`src/rtl/game_pkg.sv`:
```
// Shared game state encoding and score helpers for the
// controller, timer and display stages.
package game_pkg;

  localparam int STATE_W = 3;

  typedef enum logic [STATE_W-1:0] {
    S_MENU  = 3'b000,
    S_GAME  = 3'b001,
    S_P1WIN = 3'b010,
    S_P2WIN = 3'b011,
    S_TIE   = 3'b100,
    S_POINT = 3'b101,
    S_PAUSE = 3'b110
  } game_state_e;

  function automatic logic [3:0] sat_inc(
    input logic [3:0] s,
    input logic       en
  );
    return (en && s != 4'hf) ? s + 4'd1 : s;
  endfunction

  function automatic game_state_e judge(
    input logic [3:0] a,
    input logic [3:0] b
  );
    if (a > b) return S_P1WIN;
    if (b > a) return S_P2WIN;
    return S_TIE;
  endfunction

endpackage

```
`src/rtl/game_ctrl_edge_detect.sv`:
```
// Rising-edge one-pulse detector for button levels.
// A level held high through reset must fall before it can fire.
module edge_detect (
  input  logic clk,
  input  logic rst_n,
  input  logic level,
  output logic pulse
);

  logic prev;
  logic armed;

  always_ff @(posedge clk or negedge rst_n) begin
    if (!rst_n) begin
      prev  <= 1'b0;
      armed <= 1'b0;
    end else begin
      prev  <= level;
      armed <= armed | ~level;
    end
  end

  assign pulse = level & ~prev & armed;

endmodule

```
`src/rtl/game_ctrl.sv`:
```
// Match controller FSM: scoring, point hold, win/tie resolution.
// Optional pause support when GAME_CTRL_PAUSE_EN is defined.
module game_ctrl
  import game_pkg::*;
#(
  parameter int WIN_SCORE  = 5,
  parameter int POINT_HOLD = 3
) (
  input  logic               clk,
  input  logic               rst_n,
  input  logic               start,
  input  logic               pause,
  input  logic               p1_goal,
  input  logic               p2_goal,
  input  logic               time_up,
  output logic [STATE_W-1:0] state,
  output logic [3:0]         p1_score,
  output logic [3:0]         p2_score,
  output logic [1:0]         point_who
);

  localparam logic [3:0] WIN  = 4'(WIN_SCORE);
  localparam logic [7:0] HOLD = 8'(POINT_HOLD - 1);

  game_state_e state_q, state_d;
  logic [3:0]  p1_q, p1_d, p2_q, p2_d;
  logic [3:0]  p1_i, p2_i;
  logic [1:0]  who_q, who_d;
  logic [7:0]  hold_q, hold_d;
  logic        w1, w2;
  logic        start_p;

  edge_detect u_start (
    .clk   (clk),
    .rst_n (rst_n),
    .level (start),
    .pulse (start_p)
  );

`ifdef GAME_CTRL_PAUSE_EN
  logic pause_p;

  edge_detect u_pause (
    .clk   (clk),
    .rst_n (rst_n),
    .level (pause),
    .pulse (pause_p)
  );
`else
  wire unused_pause = pause;
`endif

  always_ff @(posedge clk or negedge rst_n) begin
    if (!rst_n) begin
      state_q <= S_MENU;
      p1_q    <= 4'd0;
      p2_q    <= 4'd0;
      who_q   <= 2'b00;
      hold_q  <= 8'd0;
    end else begin
      state_q <= state_d;
      p1_q    <= p1_d;
      p2_q    <= p2_d;
      who_q   <= who_d;
      hold_q  <= hold_d;
    end
  end

  always_comb begin
    state_d = state_q;
    p1_d    = p1_q;
    p2_d    = p2_q;
    who_d   = who_q;
    hold_d  = hold_q;
    p1_i    = sat_inc(p1_q, p1_goal);
    p2_i    = sat_inc(p2_q, p2_goal);
    w1      = p1_i >= WIN;
    w2      = p2_i >= WIN;
    unique case (state_q)
      S_MENU: begin
        if (start_p) begin
          state_d = S_GAME;
          p1_d    = 4'd0;
          p2_d    = 4'd0;
          who_d   = 2'b00;
        end
      end
      S_GAME: begin
        // goal is counted before any time-up resolution
        if (p1_goal || p2_goal) begin
          p1_d  = p1_i;
          p2_d  = p2_i;
          who_d = {p2_goal, p1_goal};
          if (w1 && w2)   state_d = S_TIE;
          else if (w1)    state_d = S_P1WIN;
          else if (w2)    state_d = S_P2WIN;
          else if (time_up)
            state_d = judge(p1_i, p2_i);
          else begin
            state_d = S_POINT;
            hold_d  = HOLD;
          end
        end else if (time_up) begin
          state_d = judge(p1_q, p2_q);
        end
`ifdef GAME_CTRL_PAUSE_EN
        else if (pause_p) begin
          state_d = S_PAUSE;
        end
`endif
      end
      S_POINT: begin
        if (hold_q == 8'd0) state_d = S_GAME;
        else                hold_d  = hold_q - 8'd1;
      end
      S_P1WIN, S_P2WIN, S_TIE: begin
        if (start_p) state_d = S_MENU;
      end
`ifdef GAME_CTRL_PAUSE_EN
      S_PAUSE: begin
        if (start_p)      state_d = S_MENU;
        else if (pause_p) state_d = S_GAME;
      end
`endif
      default: state_d = S_MENU;
    endcase
  end

  assign state     = state_q;
  assign p1_score  = p1_q;
  assign p2_score  = p2_q;
  assign point_who = who_q;

endmodule

```
`config.mk`:
```
export PLATFORM = sky130hd
export DESIGN_NAME = game_ctrl
export DESIGN_NICKNAME = d
export VERILOG_FILES = /design/src/rtl/game_pkg.sv /design/src/rtl/game_ctrl_edge_detect.sv /design/src/rtl/game_ctrl.sv
export SDC_FILE = /design/constraint.sdc
export NUM_CORES = 1
export LEC_CHECK = 0
export CAP_MARGIN = 20
export CORE_MARGIN = 10
export CORE_UTILIZATION = 40
export CTS_CLUSTER_SIZE = 8
export DETAILED_ROUTE_END_ITERATION = 16
export PLACE_DENSITY = 0.63
export SKIP_LAST_GASP = 1
export SYNTH_ARGS = -nofsm -noshare
export SYNTH_HDL_FRONTEND = slang
export SYNTH_SLANG_ARGS = --single-unit
```
`constraint.sdc`:
```
create_clock -name clk -period 6.17 [get_ports clk]
set_input_delay 0.9255 -clock clk [delete_from_list [all_inputs] [get_ports clk]]
set_output_delay 0.9255 -clock clk [all_outputs]
set_load 0.05 [all_outputs]
```
# Word-level counts from Yosys, hierarchy flattened
# Index checks and enable logic that the tools add are counted.
[totals] output_inout_bits=13 ff_bits=23 in_bits=7 word_cells=109
[op_classes] n_lt_le_gt_ge=6 n_mux=59 n_reduce_logical=12 n_bitwise=5 addsub=3 eq_ne=17
[ops] cell="$mux 3" n=17
[ops] cell="$mux 8" n=6
[ops] cell="$mux 1" n=24
[ops] cell="$mux 4" n=5
[ops] cell="$ne 2x2->1 const B" n=9
[ops] cell="$gt 4x4->1" n=4
[ops] cell="$pmux 4 s2" n=2
[ops] cell="$pmux 8 s2" n=1
[ops] cell="$pmux 3 s4" n=1
[ops] cell="$add 4x1->4 const B" n=2
[ops] cell="$ge 4x3->1 const B" n=2
[ops] cell="$logic_not 8->1" n=1
[ops] cell="$ne 4x4->1 const B" n=2
[ops] cell="$sub 8x1->8 const B" n=1
[ops] cell="$reduce_and 7->1" n=1
[ops] cell="$eq 3x2->1 const B" n=2
[ops] cell="$eq 3x3->1 const B" n=2
[ops] cell="$mux 2" n=2
[ops] cell="$pmux 2 s2" n=1
[ops] cell="$reduce_and 4->1" n=1
[ops] cell="$reduce_bool 2->1" n=2
[ops] cell="$eq 3x1->1 const B" n=1
[ops] cell="$logic_and 1x1->1" n=3
[ops] cell="$logic_not 3->1" n=1
[ops] cell="7 further kinds" n=9

# Logic depth before layout (Yosys ltp)
# Gate-level depths: netlist (run 1).
[depth] word_depth=26 depth_mapped=12 ltp_nobuf=12

# By module
# Synthesis (run 1) repeated with hierarchy kept, for this count alone.
[hier_totals] cells_unflattened=192 hier_area_um2=1699.1
[modules_own_cells] mod="game_ctrl" area_per_inst_um2=1634.1 cells_each=188 n_inst=1
[modules_own_cells] mod="edge_detect" area_per_inst_um2=65.1 cells_each=4 n_inst=1

# Worst setup path after synthesis (run 1)
# Ideal clock, no wire load.
[synth_path] path_type="input-to-reg" start="input p2_goal" end="register state_q[1], in the netlist state[1]" slack_ps=2971 t_arrival_ps=3077 path_stages=9 setup_ps=122 cell_sequence="clkbuf_1 -> nand4_1 -> mux2i_1 -> inv_1 -> ha_1 -> nand3_1 -> o41ai_1 -> or4b_1 -> a32o_1"
[synth_via] elab_chain_cells=19 word_cells_on_any_way=33 classes_between="order compare (3); eq/ne (1); mux (25); reduce/logical (4)"
[synth_lines] element="start: declaration" line_no="game_ctrl.sv:14" text="input logic p2_goal,"
[synth_lines] element="$logic_and 1x1->1" line_no="game_pkg.sv:21" text="return (en && s != 4'hf) ? s + 4'd1 : s;"
[synth_lines] element="$mux 4" line_no="game_pkg.sv:21"
[synth_lines] element="$gt 4x4->1" line_no="game_pkg.sv:29" text="if (b > a) return S_P2WIN;"
[synth_lines] element="$mux 1 (2 in a row)" line_no="game_pkg.sv:29"
[synth_lines] element="$mux 1" line_no="game_ctrl.sv:97" text="else if (time_up)"
[synth_lines] element="$mux 1" line_no="game_ctrl.sv:96" text="else if (w2) state_d = S_P2WIN;"
[synth_lines] element="$mux 1" line_no="game_ctrl.sv:95" text="else if (w1) state_d = S_P1WIN;"
[synth_lines] element="$mux 1" line_no="game_ctrl.sv:94" text="if (w1 && w2) state_d = S_TIE;"
[synth_lines] element="[2 not listed]"
[synth_lines] element="$mux 3" line_no="game_pkg.sv:30" text="return S_TIE;"
[synth_lines] element="$mux 3" line_no="game_pkg.sv:29"
[synth_lines] element="$mux 3" line_no="game_ctrl.sv:97"
[synth_lines] element="$mux 3" line_no="game_ctrl.sv:96"
[synth_lines] element="$mux 3" line_no="game_ctrl.sv:95"
[synth_lines] element="$mux 3" line_no="game_ctrl.sv:94"
[synth_lines] element="$mux 3" line_no="game_ctrl.sv:90" text="if (p1_goal || p2_goal) begin"
[synth_lines] element="$pmux 3 s4" line_no="game_ctrl.sv:79" text="unique case (state_q)"
[synth_lines] element="end signal: assignment" line_no="game_ctrl.sv:61" text="state_q <= state_d;"
[synth_lines] element="end: declaration" line_no="game_ctrl.sv:25" text="game_state_e state_q, state_d;"
# Parallel ways exist; a longest one is shown, timed or not. The select of a mux whose other input is x is not followed.
# A chain may end at the register's enable or synchronous reset.

# Final worst setup path (run 1)
# Same ends and word-level chain as after synthesis.

==> impl_metrics.csv, run 1 <==
group,metric,value,unit
clock_network,holdBufCountCts,0,
clock_network,post_cts_buffers,0,
worst_setup_path,cp-end-kind,"flip-flop",
timing,grt_setup_unrepaired,"no",
die,fp.dieW,84.5,microns
clock_network,insertion_delay,0.27,ns
synthesis,synth.net_count,213,
worst_setup_path,cp_max_fo,10,
drt,viasPerCell,6.00,
timing,min_period,3.63,ns
synthesis,synth_top_area_cell,"dfrtp_1",
place,post-dp-hpwl,3.00,mm
layout,nets,229,
timing,post-route-period-util,58.8,%
worst_setup_path,cp.required,6.34,ns
timing,max_freq,0.276,GHz
worst_setup_path,crit_path_start_kind,"input port",
worst_setup_path,arrival,3.80,ns
synthesis,synth_top_flop_cell,"dfrtp_1",
timing,fin_skew,0.00379,ns
global_routing,grt_pass1_wl,6.85,mm
place,dp_cells,255,
place,port_buffers,18,
timing,maxSlewHeadroom,38.6,%
clock_network,cts_inserted_buffers,3,
timing,final_hold_viol_count,0,
synthesis,synthCells,195,
synthesis,synth_area_per_cell,8.53,sq um
drt,vias,1561,
place,gp_congestion,0.869,
min_path,hold_path_class,"flip-flop to flip-flop",
timing,maxSlewViolCount,0,
global_routing,use_met3,1.74,%
clock_network,cts_tree,"built",
worst_setup_path,worst-setup-path-type,"input port to flip-flop",
synthesis,synth_top_family_by_area,"compound AO/OA/AOI/OAI gates",
drt,ant_nets,0,
layout,antenna_cells,0,
global_routing,grt_pass1_vias,1428,
synthesis,synth_cell_type_count,49,
synthesis,yosys.area_share.simple,24.5,%
die,rows,23,
layout,syn2layout_area_growth,16.0,%
synthesis,ys_ff_latch,23,
synthesis,synthMuxAreaShare,1.28,%
die,start_util,41.6,%
synthesis,synth_edf_count,0,
die,dieArea,7140,sq um
synthesis,yosysWarnings,0,
drt,drc,0,
drt,drt_pre_antenna_iters,4,
global_routing,grtUsageMet2,16.5,%
drt,drtIter0Drc,98,
global_routing,antenna_found_initial,0,
timing,tightest_slew,0.914,ns
global_routing,gr-total-overflow,0,
die,pin_count,20,
layout,fin_cells,260,
synthesis,async_flop_share,100,%
die,die_h,84.5,microns
run,cap_violations,0,
synthesis,seq_area_frac_synth,34.6,%
clock_network,cts_resized,0,
pwr,irDropWorstVdd,0.249,mV
outcome,status,"complete, no violations",
global_routing,grt_busiest_layer,"met2",
synthesis,synth_compound_area_share,25.4,%
synthesis,synth_top_area_share,34.6,%
pwr,p_leak,0.812,nW
synthesis,netlist_top_cells_area,"dfrtp_1, ha_1, nand2_1",
synthesis,syn_area,1660,sq um
clock_network,htreeDepth,1,
global_routing,gr-usage-met1,15.5,%
clock_network,clock_path_buffers,2,
clock_network,cts_root_buf,"clkbuf_8",
synthesis,synthXorXnorAreaFrac,1.05,%
global_routing,grt_max_degree,24,
clock_network,cts.clk_slew.worst_paths,0.09,ns
timing,setup_viol,0,
layout,drive_above_1_share,5.24,%
pwr,p_per_area,539,nW/um^2
die,core_area,4000,sq um
synthesis,synth-adder-area-share,8.28,%
clock_network,cts_sinks,23,
drt,totalWireLength,4.14,mm
drt,wl_per_cell,15.9,microns
global_routing,track_usage,11.2,%
timing,finalSetupTns,0,ns
path summary, 6_finish.rpt:
check | startpoint | endpoint | slack (ns) | depth (start not counted)
setup / recovery | p2_goal | state[1] | 2.54 | 9
hold / removal | u_start.armed | u_start.armed | 0.47 | 1
setup reg to reg | p2_score[0] | state[1] | 3.07 | 9
hold reg to reg | u_start.armed | u_start.armed | 0.47 | 1
max in group asynchronous | rst_n | hold_q[4] | 4.67 | 2
min in group asynchronous | rst_n | p1_score[2] | 1.02 | 1
registers in the layout, indices dropped and copies added (netlist names):
name / count
p1_score: 4
u_start.prev: 1
point_who: 2
p2_score: 4
hold_q: 8
u_start.armed: 1
state: 3
through the flow:
step | utilization [%] | hold WS (ns) | power, mW | worst slack, ns | cell area [sq um]
finish | 48.2 | 0.473 | 1.04 | 2.54 | 1930
global route | 48.2 | 0.509 | 1.12 | 2.36 | 1930
CTS | 47.8 | 0.478 | 1.03 | 2.58 | 1910
detailed placement | 46.7 | 0.453 | 0.930 | 2.31 | 1870
global placement | 46.7 | 0.451 | 0.914 | 2.33 | 1870
floorplan | - | 0.435 | 0.760 | 2.97 | 1660
cell families (layout without fill, tap and decap cells):
kind of cell / Yosys count / after routing
AND/OR/NAND/NOR: 76 / 76
AO/OA/AOI/OAI: 62 / 62
flip-flops: 23 / 23
buffers and inverters: 19 / 34
adder cells (fa/ha/maj): 11 / 11
XOR/XNOR: 2 / 2
multiplexers: 2 / 2
placed cells by master, fill, tap and decap left out, types with 6 or more instances in the layout:
cell	count
dfrtp_1	23
nand2_1	20
clkdlybuf4s50_1	18
nor2_1	14
o21ai_0	12
inv_1	11
a21oi_1	11
ha_1	11
nor3_1	8
a31oi_1	8
nand2b_1	6
area by class of cell:
class	count	area, sq um
Fill cell	378	2070
Multi-Input combinational cell	153	1010
Sequential cell	23	576
Timing Repair Buffer	19	195
Tap cell	50	62.6
Clock buffer	3	41.3
Inverter	11	41.3
Clock inverter	1	5.00
worst max-delay path: stages:
cell	delay, ns
clkdlybuf4s50_1	0.67
nand4_1	0.17
mux2i_1	0.40
inv_1	0.09
ha_1	0.30
nand3_1	0.09
o41ai_1	0.43
or4b_1	0.48
a32o_1	0.24
cells in the mapped netlist (4+ instances only):
cell and n:
a21oi_1 11, nor3_1 8, o31ai_1 5, nand3_1 5, nand2_1 20, nor2_1 14
ha_1 11, a31oi_1 8, nand2b_1 6, clkbuf_1 6, inv_1 11, o21ai_0 12
nand4_1 4, dfrtp_1 23
routing by layer:
layer / share of wire (%) / vias to the layer above
met5: 0 / -
met2: 43 / 62
met4: 2.3 / 0
li1: - / 760
met3: 7.1 / 9
met1: 48 / 730
where the power goes:
group | total, mW | internal [mW] | switching, mW | leakage [nW]
logic | 0.655 | 0.256 | 0.399 | 0.496
clock network | 0.101 | 0.0453 | 0.0558 | 0.0255
registers | 0.282 | 0.201 | 0.0814 | 0.291
total | 1.04 | 0.502 | 0.536 | 0.812
Power figures use the tool's default switching activity.
==> run 2, diff against run 1 <==
--- a/config.mk
+++ b/config.mk
@@ -10,7 +10,7 @@
 export CORE_UTILIZATION = 40
 export CTS_CLUSTER_SIZE = 8
 export DETAILED_ROUTE_END_ITERATION = 16
-export PLACE_DENSITY = 0.63
+export PLACE_DENSITY = 0.66
 export SKIP_LAST_GASP = 1
 export SYNTH_ARGS = -nofsm -noshare
 export SYNTH_HDL_FRONTEND = slang
==> constraint.sdc (replaced) <==
create_clock -name clk -period 2.9 [get_ports clk]
set_input_delay 0.435 -clock clk [delete_from_list [all_inputs] [get_ports clk]]
set_output_delay 0.435 -clock clk [all_outputs]
set_load 0.05 [all_outputs]
==> run 2 against run 1 <==
Against the previous run:
- worst setup slack worse by 2.4 ns
- combinational power is 150% higher
- largest cell class unchanged
- largest power group unchanged
- clock skew is 0.00074 ns lower
- clock power is 99% higher
- routed wire length is 0.17% higher
- first-iteration DRC count is 65% higher
==> impl_metrics.csv, run 2 (same netlist as run 1, synthesis figures left out) <==
group,metric,value,unit
layout,largest_reg_flops,8,
pwr,p_per_area,1130,nW/um^2
layout,fill_cells,403,
timing,max_freq,0.368,GHz
timing,finalSetupTns,0,ns
worst_setup_path,r2r_start,"p2_score[0]",
clock_network,cts_root_buf,"clkbuf_8",
worst_setup_path,worst-setup-path-type,"input port to flip-flop",
global_routing,grt_pass1_vias,1480,
timing,grt_setup_unrepaired,"no",
global_routing,track_usage,11.6,%
worst_setup_path,cp.required,3.06,ns
die,fp.dieW,84.5,microns
worst_setup_path,timing.rr.end,"state[1]",
worst_setup_path,reg2reg_slack,0.18,ns
timing,post-route-period-util,93.8,%
clock_network,post_cts_buffers,0,
clock_network,htreeDepth,1,
min_path,hold_path_class,"flip-flop to flip-flop",
layout,antenna_cells,0,
place,post-dp-hpwl,3.15,mm
place,port_buffers,18,
min_path,whs_endpoint,"u_start.armed",
layout,drive_above_1_share,17.2,%
drt,ant_nets,0,
die,pin_count,20,
timing,final_hold_viol_count,0,
global_routing,grt_pass1_wl,7.09,mm
place,dp_cells,278,
worst_setup_path,crit_path_start_kind,"input port",
die,start_util,41.6,%
min_path,hold_depth,1,
timing,tightest_slew,0.503,ns
layout,design_area,2100,sq um
outcome,status,"complete, no violations",
die,die_h,84.5,microns
drt,drc,0,
clock_network,holdBufCountCts,0,
drt,wl_per_cell,14.7,microns
layout,regMostFlops,"hold_q",
clock_network,clock_path_buffers,2,
drt,vias,1595,
drt,drt_pre_antenna_iters,6,
layout,fin_cells,282,
place,placed_area,2040,sq um
global_routing,antenna_found_initial,0,
drt,drtIter0Drc,162,
timing,setup_viol,0,
worst_setup_path,cp-end-kind,"flip-flop",
global_routing,gr-total-overflow,0,
place,gp_congestion,0.913,
timing,min_period,2.72,ns
clock_network,insertion_delay,0.26,ns
worst_setup_path,r2r_cells,10,
run,cap_violations,0,
timing,fin_skew,0.00306,ns
drt,viasPerCell,5.66,
layout,final_common_cell,"buf_4",
layout,final_cell_mix,"buf_4, nand2_1, dfrtp_1, clkdlybuf4s50_1, nor2_1",
layout,nets,251,
min_path,hp-start,"u_start.armed",
drt,totalWireLength,4.15,mm
clock_network,cts_inserted_buffers,3,
die,rows,23,
timing,maxSlewHeadroom,66.4,%
worst_setup_path,arrival,2.88,ns
timing,maxSlewViolCount,0,
clock_network,cts.clk_slew.worst_paths,0.08,ns
clock_network,cts_sinks,23,
die,dieArea,7140,sq um
die,core_area,4000,sq um
worst_setup_path,cp_max_fo,3,
pwr,p_leak,0.913,nW
clock_network,cts_tree,"built",
layout,syn2layout_area_growth,26.6,%
global_routing,grt_max_degree,24,
pwr,irDropWorstVdd,0.644,mV
==> run 2: cell count changes in the layout (fill, tap and decap cells not counted) <==
cell | before | now
dfrtp_2 | 0 | 4
o41ai_1 | 1 | 0
a21oi_2 | 1 | 2
ha_1 | 11 | 10
buf_4 | 0 | 23
buf_8 | 1 | 0
dfrtp_1 | 23 | 19
a21oi_1 | 11 | 10
ha_2 | 0 | 1
o41ai_2 | 0 | 1
==> run 2: power by group <==
part	total [mW]	internal (mW)	switching [mW]	leakage (nW)
Clock	0.201	0.0959	0.105	0.0255
Sequential	0.566	0.432	0.134	0.285
Combinational	1.62	0.691	0.926	0.603
Total	2.38	1.22	1.17	0.913
==> run 2: area by class of cell <==
type	count	area, sq um	share of cell area, %
well taps	50	62.6	2.97
multi-input cells	153	1020	48.5
flip-flops and latches	23	581	27.6
clock buffers	3	41.3	1.96
clock inverters	1	5.00	0.238
inverters	11	41.3	1.96
repair buffers	41	353	16.8
==> run 2: per-layer routing <==
layer	vias to the layer above	global-route usage [%]	part of all wire [%]
li1	805	-	-
met1	750	16.4	51
met2	36	16.3	43
met3	4	2.22	4.2
met4	0	5.54	1.4
met5	-	0	0
==> run 2: how the worst max path moves through the flow <==
stage          slack, ns   startpoint        to  depth (start not counted)
2_1_floorplan       0.07  p1_score[2]  state[1]                         10
3_3_place_gp        -0.1      p2_goal  state[1]                          9
3_5_place_dp       -0.08      p2_goal  state[1]                          9
4_1_cts             0.13  p1_score[0]  state[1]                         10
5_1_grt             0.01  p1_score[0]  state[1]                         10
6_report            0.18      p2_goal  state[1]                          9
==> run 2: what timing repair did <==
item                       in CTS  in global routing
gates resized for setup         0                  3
hold endpoints to repair        0                  0
setup endpoints to repair       0                  1
==> run 2: metrics by stage <==
step           hold slack, ns  power (mW)  setup slack [ns]  utilization, %
3_5_place_dp            0.461        2.15           -0.0806            51.1
3_3_place_gp            0.451        2.14           -0.0969            51.1
4_1_cts                 0.485        2.36             0.129            52.3
6_report                0.478        2.38             0.179            52.6
2_1_floorplan           0.139        1.62            0.0698               -
5_1_grt                 0.504        2.59            0.0119            52.6
==> run 2: worst max-delay path, stage by stage <==
cell and delay (ns):
clkdlybuf4s50_1 0.52, nand4_1 0.12, mux2i_1 0.23, inv_1 0.07, ha_1 0.29, nand3_1 0.11
o41ai_2 0.39, or4b_1 0.48, a32o_1 0.23
